===== config.mk =====
export PLATFORM = sky130hd
export DESIGN_NAME = load_store_unit_flat
export DESIGN_NICKNAME = d
export VERILOG_FILES = /design/src/rtl/lsu_pkg.sv /design/src/rtl/load_store_unit_if.sv /design/src/rtl/lsu_byte_lane.sv /design/src/rtl/load_store_unit.sv /design/src/flat_wrapper.sv
export SDC_FILE = /design/constraint.sdc
export NUM_CORES = 1
export LEC_CHECK = 0
export CELL_PAD_IN_SITES_DETAIL_PLACEMENT = 1
export CELL_PAD_IN_SITES_GLOBAL_PLACEMENT = 2
export CORE_UTILIZATION = 30
export DETAILED_ROUTE_END_ITERATION = 6
export PLACE_DENSITY_LB_ADDON = 0.1
export REMOVE_ABC_BUFFERS = 1
export SKIP_CTS_REPAIR_TIMING = 1
export SLEW_MARGIN = 10
export SYNTH_ARGS = -nofsm -noshare
export SYNTH_HDL_FRONTEND = slang
export SYNTH_SLANG_ARGS = --single-unit

===== constraint.sdc =====
create_clock -name clk -period 3.2 [get_ports clk]
set_input_delay 0.64 -clock clk [delete_from_list [all_inputs] [get_ports clk]]
set_output_delay 0.64 -clock clk [all_outputs]
set_load 0.01 [all_outputs]

===== src/rtl/lsu_pkg.sv =====
// Shared encodings for the load/store unit: access sizes, FSM states, memory strobe value.
package lsu_pkg;

  localparam logic [1:0] SZ_BYTE = 2'b00;
  localparam logic [1:0] SZ_HALF = 2'b01;
  localparam logic [1:0] SZ_WORD = 2'b10;

  localparam logic [1:0] MEM_STROBE_ON = 2'b01;

  typedef enum logic [2:0] {
    IDLE = 3'd0,
    RD   = 3'd1,
    CAP  = 3'd2,
    WR   = 3'd3,
    RESP = 3'd4
  } lsu_state_e;

  // Size 11 has no legal encoding and is rejected like a misaligned access.
  function automatic logic is_misaligned(input logic [1:0] size, input logic [1:0] off);
    logic mis;
    case (size)
      SZ_BYTE: mis = 1'b0;
      SZ_HALF: mis = off[0];
      SZ_WORD: mis = (off != 2'b00);
      default: mis = 1'b1;
    endcase
    return mis;
  endfunction

endpackage


===== src/rtl/load_store_unit_if.sv =====
// Pipeline request/response and data-memory bus of the load/store unit.
interface load_store_unit_if;

  // Request handshake: a request transfers on a rising edge where req_valid && req_ready.
  // The requester holds its fields stable while req_valid is high and req_ready low.
  // resp_valid is a one-cycle pulse with no back-pressure.
  logic        req_valid;
  logic        req_ready;
  logic        req_we;
  logic [1:0]  req_size;
  logic        req_unsigned;
  logic [31:0] req_addr;
  logic [31:0] req_wdata;

  logic        resp_valid;
  logic [31:0] resp_rdata;
  logic        resp_err;

  logic [31:0] mem_addr;
  logic [31:0] mem_wdata;
  logic [1:0]  mem_write;
  logic [1:0]  mem_read;
  logic [31:0] mem_rdata;

  modport master (
    output req_valid, req_we, req_size, req_unsigned, req_addr, req_wdata, mem_rdata,
    input  req_ready, resp_valid, resp_rdata, resp_err, mem_addr, mem_wdata, mem_write, mem_read
  );

  modport slave (
    input  req_valid, req_we, req_size, req_unsigned, req_addr, req_wdata, mem_rdata,
    output req_ready, resp_valid, resp_rdata, resp_err, mem_addr, mem_wdata, mem_write, mem_read
  );

endinterface


===== src/rtl/lsu_byte_lane.sv =====
// Combinational lane logic: big-endian load extraction with extension, and sub-word store merge.
module lsu_byte_lane
  import lsu_pkg::*;
(
  input  logic [1:0]  size,
  input  logic [1:0]  offset,
  input  logic        zero_ext,
  input  logic [31:0] rdata,
  input  logic [31:0] wdata,
  output logic [31:0] load_data,
  output logic [31:0] merged
);

  // rb[k] is the byte at aligned address + k as returned by the memory.
  logic [3:0][7:0] rb;
  logic [3:0][7:0] wb;
  logic [1:0]      off_next;

  assign rb       = rdata;
  assign off_next = offset + 2'd1;

  always_comb begin
    load_data = '0;
    case (size)
      SZ_BYTE: load_data = {{24{~zero_ext & rb[offset][7]}}, rb[offset]};
      SZ_HALF: load_data = {{16{~zero_ext & rb[offset][7]}}, rb[offset], rb[off_next]};
      default: load_data = {rb[0], rb[1], rb[2], rb[3]};
    endcase
  end

  // Write side places byte k at bits [31-8k -: 8], the reverse of the read side.
  always_comb begin
    wb = rb;
    case (size)
      SZ_BYTE: wb[offset] = wdata[7:0];
      SZ_HALF: begin
        wb[offset]   = wdata[15:8];
        wb[off_next] = wdata[7:0];
      end
      default: wb = {wdata[7:0], wdata[15:8], wdata[23:16], wdata[31:24]};
    endcase
    merged = {wb[0], wb[1], wb[2], wb[3]};
  end

endmodule


===== src/rtl/load_store_unit.sv =====
// Load/store sequencer between MEM stage and a word-write data memory (read-modify-write for sub-word stores).
// Define LSU_ALIGN_CHECK_EN to enable misalignment detection; otherwise offsets are forced to natural alignment.
module load_store_unit
  import lsu_pkg::*;
(
  input  logic               clk,
  input  logic               rst_n,
  load_store_unit_if.slave   bus,
  output lsu_state_e         dbg_state
);

  lsu_state_e  state;
  logic        we_q;
  logic        zext_q;
  logic [1:0]  size_q;
  logic [1:0]  off_q;
  logic [29:0] base_q;
  logic [31:0] wdata_q;

  logic        resp_valid_q;
  logic        resp_err_q;
  logic [31:0] resp_rdata_q;
  logic [31:0] mem_addr_q;
  logic [31:0] mem_wdata_q;
  logic [1:0]  mem_write_q;
  logic [1:0]  mem_read_q;

  logic [1:0]  size_n;
  logic [1:0]  off_n;
  logic        mis_n;
  logic [31:0] load_data;
  logic [31:0] merged;

  always_comb begin
    size_n = bus.req_size;
    off_n  = bus.req_addr[1:0];
    mis_n  = 1'b0;
`ifdef LSU_ALIGN_CHECK_EN
    mis_n  = is_misaligned(bus.req_size, bus.req_addr[1:0]);
`else
    if (bus.req_size == 2'b11) size_n = SZ_WORD;
    case (size_n)
      SZ_HALF: off_n = {bus.req_addr[1], 1'b0};
      SZ_WORD: off_n = 2'b00;
      default: ;
    endcase
`endif
  end

  lsu_byte_lane u_lane (
    .size      (size_q),
    .offset    (off_q),
    .zero_ext  (zext_q),
    .rdata     (bus.mem_rdata),
    .wdata     (wdata_q),
    .load_data (load_data),
    .merged    (merged)
  );

  always_ff @(posedge clk or negedge rst_n) begin
    if (!rst_n) begin
      state        <= IDLE;
      we_q         <= 1'b0;
      zext_q       <= 1'b0;
      size_q       <= SZ_BYTE;
      off_q        <= 2'b00;
      base_q       <= '0;
      wdata_q      <= '0;
      resp_valid_q <= 1'b0;
      resp_err_q   <= 1'b0;
      resp_rdata_q <= '0;
      mem_addr_q   <= '0;
      mem_wdata_q  <= '0;
      mem_write_q  <= 2'b00;
      mem_read_q   <= 2'b00;
    end else begin
      case (state)
        IDLE: if (bus.req_valid) begin
          we_q    <= bus.req_we;
          zext_q  <= bus.req_unsigned;
          size_q  <= size_n;
          off_q   <= off_n;
          base_q  <= bus.req_addr[31:2];
          wdata_q <= bus.req_wdata;
          if (mis_n) begin
            resp_valid_q <= 1'b1;
            resp_err_q   <= 1'b1;
            resp_rdata_q <= '0;
            state        <= RESP;
          end else if (bus.req_we && size_n == SZ_WORD) begin
            mem_write_q <= MEM_STROBE_ON;
            mem_addr_q  <= {bus.req_addr[31:2], 2'b00};
            mem_wdata_q <= bus.req_wdata;
            state       <= WR;
          end else begin
            mem_read_q <= MEM_STROBE_ON;
            mem_addr_q <= {bus.req_addr[31:2], 2'b00};
            state      <= RD;
          end
        end
        RD: begin
          mem_read_q <= 2'b00;
          mem_addr_q <= '0;
          state      <= CAP;
        end
        // Read data is valid for this whole cycle, so it feeds the lane logic directly.
        CAP: if (we_q) begin
          mem_write_q <= MEM_STROBE_ON;
          mem_addr_q  <= {base_q, 2'b00};
          mem_wdata_q <= merged;
          state       <= WR;
        end else begin
          resp_valid_q <= 1'b1;
          resp_err_q   <= 1'b0;
          resp_rdata_q <= load_data;
          state        <= RESP;
        end
        WR: begin
          mem_write_q  <= 2'b00;
          mem_addr_q   <= '0;
          mem_wdata_q  <= '0;
          resp_valid_q <= 1'b1;
          resp_err_q   <= 1'b0;
          resp_rdata_q <= '0;
          state        <= RESP;
        end
        RESP: begin
          resp_valid_q <= 1'b0;
          state        <= IDLE;
        end
        default: state <= IDLE;
      endcase
    end
  end

  assign bus.req_ready  = (state == IDLE);
  assign bus.resp_valid = resp_valid_q;
  assign bus.resp_err   = resp_err_q;
  assign bus.resp_rdata = resp_rdata_q;
  assign bus.mem_addr   = mem_addr_q;
  assign bus.mem_wdata  = mem_wdata_q;
  assign bus.mem_write  = mem_write_q;
  assign bus.mem_read   = mem_read_q;
  assign dbg_state      = state;

endmodule

===== src/flat_wrapper.sv =====
// flat-port wrapper written by rule: the top's interface ports become plain ports
module load_store_unit_flat import lsu_pkg::*;
  (clk, rst_n, dbg_state, bus_req_valid, bus_req_we, bus_req_size, bus_req_unsigned, bus_req_addr, bus_req_wdata, bus_mem_rdata, bus_req_ready, bus_resp_valid, bus_resp_rdata, bus_resp_err, bus_mem_addr, bus_mem_wdata, bus_mem_write, bus_mem_read);
  load_store_unit_if bus_i ();
  input  logic clk;
  input  logic rst_n;
  output lsu_state_e dbg_state;
  input wire logic [$bits(bus_i.req_valid)-1:0] bus_req_valid;
  input wire logic [$bits(bus_i.req_we)-1:0] bus_req_we;
  input wire logic [$bits(bus_i.req_size)-1:0] bus_req_size;
  input wire logic [$bits(bus_i.req_unsigned)-1:0] bus_req_unsigned;
  input wire logic [$bits(bus_i.req_addr)-1:0] bus_req_addr;
  input wire logic [$bits(bus_i.req_wdata)-1:0] bus_req_wdata;
  input wire logic [$bits(bus_i.mem_rdata)-1:0] bus_mem_rdata;
  output wire logic [$bits(bus_i.req_ready)-1:0] bus_req_ready;
  output wire logic [$bits(bus_i.resp_valid)-1:0] bus_resp_valid;
  output wire logic [$bits(bus_i.resp_rdata)-1:0] bus_resp_rdata;
  output wire logic [$bits(bus_i.resp_err)-1:0] bus_resp_err;
  output wire logic [$bits(bus_i.mem_addr)-1:0] bus_mem_addr;
  output wire logic [$bits(bus_i.mem_wdata)-1:0] bus_mem_wdata;
  output wire logic [$bits(bus_i.mem_write)-1:0] bus_mem_write;
  output wire logic [$bits(bus_i.mem_read)-1:0] bus_mem_read;
  assign bus_i.req_valid = bus_req_valid;
  assign bus_i.req_we = bus_req_we;
  assign bus_i.req_size = bus_req_size;
  assign bus_i.req_unsigned = bus_req_unsigned;
  assign bus_i.req_addr = bus_req_addr;
  assign bus_i.req_wdata = bus_req_wdata;
  assign bus_i.mem_rdata = bus_mem_rdata;
  assign bus_req_ready = bus_i.req_ready;
  assign bus_resp_valid = bus_i.resp_valid;
  assign bus_resp_rdata = bus_i.resp_rdata;
  assign bus_resp_err = bus_i.resp_err;
  assign bus_mem_addr = bus_i.mem_addr;
  assign bus_mem_wdata = bus_i.mem_wdata;
  assign bus_mem_write = bus_i.mem_write;
  assign bus_mem_read = bus_i.mem_read;
  load_store_unit u_core (.clk(clk), .rst_n(rst_n), .bus(bus_i), .dbg_state(dbg_state));
endmodule

==> flow_summary.yaml, run 1 <==
outcome:
  status: "complete, no violations"
setup_path:
  timing.critical_path.slowest_cell_delay_ns: 0.62
  path_cells: "nor3_2 -> clkdlybuf4s50_1"
  crit_path_end_kind: "primary output"
  cp_max_fo: 12
  critPathArrivalTime_ns: 2.06
  worstReg2RegStart: "u_core.off_q[0]"
  r2r_slack_ns: 0.72
  cp-start-kind: "flip-flop"
  crit_required_ns: 2.56
  critPathSlowestCell: "clkdlybuf4s50_1"
  critPathKind: "flip-flop to primary output"
  r2r_cells: 7
  endpoint: "bus_req_ready"
  critPathTopFamily: "buffers and inverters"
  startpoint: "u_core.dbg_state[0]"
  path_depth: 2
  crit_buf_inv: 1
  r2r-end: "u_core.bus.mem_wdata[9]"
drt:
  first_iter_violations: 479
  drt_pre_antenna_iters: 5
  vias: 8007
  wl_per_cell_um: 21.1
  drt_wl_total_mm: 32.7
  vias_per_cell: 5.17
  route.detailed.drc: 0
  ant_nets: 0
placement:
  place_area_um2: 11400
  portBuffers: 203
  place_congestion: 0.786
  dp.final_hpwl_mm: 22.2
run:
  drv_cap: 0
pwr:
  ir_drop_mv: 0.427
  power_density_nw_per_um2: 1090
  p_leak_nw: 5.15
clock_tree:
  clock_sinks: 168
  clkLatencyLatePin_ns: 0.44
  path_clk_slew_ns: 0.08
  h-tree-depth: 4
  cts_tree: "built"
  cts_root_buf: "clkbuf_16"
  clock_path_buffers: 2
  numCtsBuffers: 17
floorplan:
  fp.coreArea_um2: 28900
  die_h_um: 174
  placementRows: 62
  die_x_um: 174
  die-area_um2: 30400
  pin_count: 209
  start_util: 0.308
logic_synthesis:
  ys_ff_latch: 168
  synth_ff_type: "dfrtp_1"
  netlist_area_um2: 8910
  synth_edf_count: 0
  syn_area_per_cell_um2: 9.11
  synth_warnings: 0
  ys_async_sr_fraction: 1.00
  synth_cell_types: 45
  synthCells: 978
  yosysSeqAreaShare: 0.472
layout:
  nNetsFinal: 1258
  area_growth_pct: 34.3
  fin_area_um2: 12000
  multiInputGateArea_um2: 4280
  fillers: 3310
  seq_area_um2: 4200
  layout-drive-gt1-share: 0.0868
global_routing:
  grt_max_degree: 69
  overflow: 0
  antenna_found_initial: 0
  grt_first_pass_wirelength_mm: 50.4
  grt_pass1_vias: 8318
  track_usage: 0.218
sta:
  max_slew.worst_pin.slew_ns: 1.00
  min_period_ns: 2.70
  rsz0062_at_grt: "no"
  hold_violations: 0
  fin_crit_sh: 0.843
  setup_viol: 0
  slew_viol_final: 0
  slew_headroom: 0.334
  whs_ns: 0.131
  max_freq_ghz: 0.371
  fin_worst_skew_ns: 0.0183
min_path:
  hold_class: "input pin to async pin"
sequential cells by signal, indices dropped and copies added, names as in the netlist:
register               count
u_core.base_q             30
u_core.bus.mem_addr       30
u_core.bus.mem_read        1
u_core.bus.mem_wdata      32
u_core.bus.mem_write       1
u_core.bus.resp_rdata     32
u_core.bus.resp_valid      1
u_core.dbg_state           3
u_core.off_q               2
u_core.size_q              2
u_core.wdata_q            32
u_core.we_q                1
u_core.zext_q              1
how the worst min path moves through the flow:
stage,start,to,slack [ns],depth (start not counted)
CTS,rst_n,u_core.wdata_q[24],0.14,1
finish,rst_n,u_core.wdata_q[16],0.13,1
floorplan,rst_n,u_core.base_q[0],0.34,0
global placement,u_core.base_q[15],u_core.base_q[15],0.46,2
detailed placement,u_core.wdata_q[21],u_core.wdata_q[21],0.46,2
global route,rst_n,u_core.bus.mem_wdata[0],0.15,1
worst register-to-register path: cells and delay by family, from the launching register on:
| family | cells | cell delay (ns) |
|---|---|---|
| AOI/OAI and AO/OA | 3 | 0.68 |
| and+or+nand+nor | 1 | 0.57 |
| buffers and inverters | 2 | 0.56 |
| DFF | 1 | 0.34 |
| adders and majority gates | 1 | 0.22 |
layer usage:
layer  global-route usage  part of all wire  wire [um]  up-vias
met5                    0                 0          0        -
li1                     -                 -          -     3797
met1                0.293              0.46      15100     3961
met3               0.0488             0.055       1810       28
met2                0.353              0.47      15300      221
met4               0.0552             0.016        521        0
cells in the mapped netlist (10+ instances only):
library cell	count	area, um2
nor2b_1	17	106
nand2_1	223	837
and2_1	16	100
inv_1	22	82.6
a31oi_1	10	62.6
mux2_2	11	124
nor2_1	45	169
a21o_1	15	113
nand3b_1	15	113
a222oi_1	15	150
dfrtp_1	168	4200
buf_2	27	135
nand2b_1	23	144
clkbuf_1	49	184
a211o_1	16	140
nand3_1	14	70.1
a21oi_1	68	340
mux2i_1	27	270
o21ai_0	66	330
a22oi_1	31	233
o2111ai_1	16	140
power breakdown:
part / internal, mW / switching, mW
sequential: 3.17 / 0.899
combinational: 3.11 / 3.79
clock: 1.11 / 1.01
total: 7.39 / 5.69
through the flow:
stage / setup slack [ns] / power [mW] / util / std cells / setup TNS (ns)
global route: 0.418 / 14.0 / 0.414 / 1547 / 0
global placement: 0.686 / 11.0 / 0.394 / 1516 / 0
detailed placement: 0.640 / 11.1 / 0.394 / 1516 / 0
CTS: 0.478 / 13.2 / 0.414 / 1547 / 0
floorplan: -0.0263 / 7.68 / - / 894 / -0.788
finish: 0.503 / 13.1 / 0.414 / 1548 / 0
cells by family after synthesis:
kind of cell | share of synthesized area
flops | 0.472
fa+ha+maj | 0.00562
buf+inv | 0.0539
mux | 0.0645
other cells | 0.000421
simple gates | 0.177
compound gates | 0.227
placed cells by master (no fill, tap or decap), drive strengths merged, types with 2 or more instances in the layout:
master         Yosys  layout
nand2            223     223
clkdlybuf4s50      0     202
dfrtp            168     168
a21oi             70      70
o21ai             66      66
nor2              45      45
buf               39      36
inv               22      34
a22oi             31      31
mux2i             27      27
nand2b            23      23
nor2b             17      17
clkbuf            49      17
a211o             16      16
o2111ai           16      16
and2              16      16
nand3b            15      15
a21o              15      15
a222oi            15      15
nand3             14      14
mux2              11      11
a31oi             10      10
o221ai             9       9
o22a               9       9
a22o               8       8
mux4               8       8
a32o               8       8
o211ai             5       5
conb               1       5
o2bb2ai            5       5
o221a              4       4
ha                 4       4
nor3               2       2
layout make-up:
cell class | instances | share of cell area
clock buffer | 17 | 0.0355
multi-input combinational | 704 | 0.357
timing repair buffer | 238 | 0.196
antenna | 1 | 0.000209
inverter | 22 | 0.00690
clock inverter | 14 | 0.0125
tap | 384 | 0.0401
sequential | 168 | 0.351
(Power assumes the default switching activity.)
==> inputs of run 2 (changes only) <==
CORE_UTILIZATION = 27   (was 30)
clock period = 2.4 ns   (was 3.2 ns; I/O delays follow)
==> flow_summary.yaml, run 2 (synthesis results as in run 1) <==
sta:
  max_slew.worst_pin.slew_ns: 1.09
  rsz0062_at_grt: "no"
  slew_headroom: 0.271
  final.setup.tns_ns: 0
  slew_viol_final: 0
  min_period_ns: 2.14
  hold_violations: 0
  fin_crit_sh: 0.890
  fin_worst_skew_ns: 0.0142
  setup_viol: 0
  finalWorstSetupSlack_ns: 0.265
  max_freq_ghz: 0.468
setup_path:
  critPathKind: "flip-flop to flip-flop"
  critPathArrivalTime_ns: 2.48
  r2r-end: "u_core.bus.mem_wdata[6]"
  r2r_slack_ns: 0.26
  crit_required_ns: 2.74
  worstReg2RegStart: "u_core.off_q[0]"
  cp_max_fo: 18
  cp-start-kind: "flip-flop"
  crit_path_end_kind: "flip-flop"
  r2r_cells: 6
clock_tree:
  cts_root_buf: "clkbuf_16"
  numCtsBuffers: 17
  cts_tree: "built"
  path_clk_slew_ns: 0.08
  clock_path_buffers: 2
  h-tree-depth: 4
  clock_sinks: 168
  clkLatencyLatePin_ns: 0.43
placement:
  place_congestion: 0.790
  portBuffers: 203
  place_ws_ns: 0.191
  dp.final_hpwl_mm: 22.9
  place_area_um2: 11700
pwr:
  p_sw_mw: 7.82
  clkPwrFrac: 0.155
  pwr-share-seq: 0.297
  p_int_mw: 10.0
  power_density_nw_per_um2: 1460
  ir_drop_mv: 0.667
  p_leak_nw: 5.24
  power_mw: 17.8
  p_comb_frac: 0.548
  switching_share: 0.438
drt:
  vias_per_cell: 5.05
  vias: 8174
  first_iter_violations: 357
  wl_per_cell_um: 21.2
  route.detailed.drc: 0
  drt_wl_total_mm: 34.4
  ant_nets: 0
  drt_pre_antenna_iters: 4
global_routing:
  antenna_found_initial: 3
  grt_first_pass_wirelength_mm: 53.0
  overflow: 0
  grt_pass1_vias: 8475
  track_usage: 0.209
  grt_max_degree: 61
run:
  drv_cap: 0
floorplan:
  fp.coreArea_um2: 32500
  die_x_um: 184
  pin_count: 209
  start_util: 0.274
  die-area_um2: 33700
  die_h_um: 184
  placementRows: 66
min_path:
  hold_class: "input pin to async pin"
layout:
  final_core_util: 0.376
  fin_area_um2: 12200
  nNetsFinal: 1273
  final_cell_mix: "222 x nand2_1, 201 x clkdlybuf4s50_1, 167 x dfrtp_1"
  layout_commonest_cell: "nand2_1"
  layout-drive-gt1-share: 0.0993
  antennaDiodeCount: 0
  area_growth_pct: 37.2
outcome:
  status: "complete, no violations"
-- run 2: through the flow --
stage / std cells / hold WS (ns)
6_report: 1620 / 0.000109
5_1_grt: 1620 / 0.0159
4_1_cts: 1620 / 0.0156
3_5_place_dp: 1589 / 0.462
3_3_place_gp: 1589 / 0.459
2_1_floorplan: 894 / 0.184
-- run 2: area by class of cell --
cell class	instances	area, um2
tap	442	553
sequential	168	4210
fill	3737	20300
timing repair buffer	253	2540
multi-input combinational	704	4290
clock inverter	14	130
clock buffer	17	425
inverter	22	82.6
-- run 2: power by group through the flow --
stage	Clock, mW	Sequential (mW)	Combinational (mW)
floorplan	0	5.54	4.69
global placement	0	5.36	9.75
global route	2.95	5.49	10.7
CTS	2.86	5.32	9.93
detailed placement	0	5.33	9.90
finish	2.76	5.31	9.77
-- run 2: worst max-delay path, stage by stage, from the launching register on --
cell and delay [ns]:
dfrtp_1 0.38, buf_4 0.23, ha_1 0.24, buf_4 0.21, a21boi_1 0.59, o2bb2ai_1 0.21
o221ai_1 0.19
-- run 2: worst max path at each step --
stage,start,endpoint,slack [ns],cells past startpoint
2_1_floorplan,u_core.dbg_state[1],u_core.bus.mem_addr[10],-0.77,3
6_report,u_core.off_q[0],u_core.bus.mem_wdata[6],0.26,6
4_1_cts,u_core.dbg_state[0],bus_req_ready,0.03,3
5_1_grt,u_core.off_q[0],u_core.bus.mem_wdata[10],0.14,7
3_5_place_dp,bus_mem_rdata[23],u_core.bus.resp_rdata[10],0.19,5
3_3_place_gp,u_core.off_q[0],u_core.bus.mem_wdata[10],0.22,7
-- run 2: routing by layer --
layer,track usage,share of wire,wire [um]
met1,0.298,0.48,16500
met5,0,0.00038,13
met4,0.0417,0.0083,287
met3,0.0432,0.059,2020
met2,0.326,0.45,15500
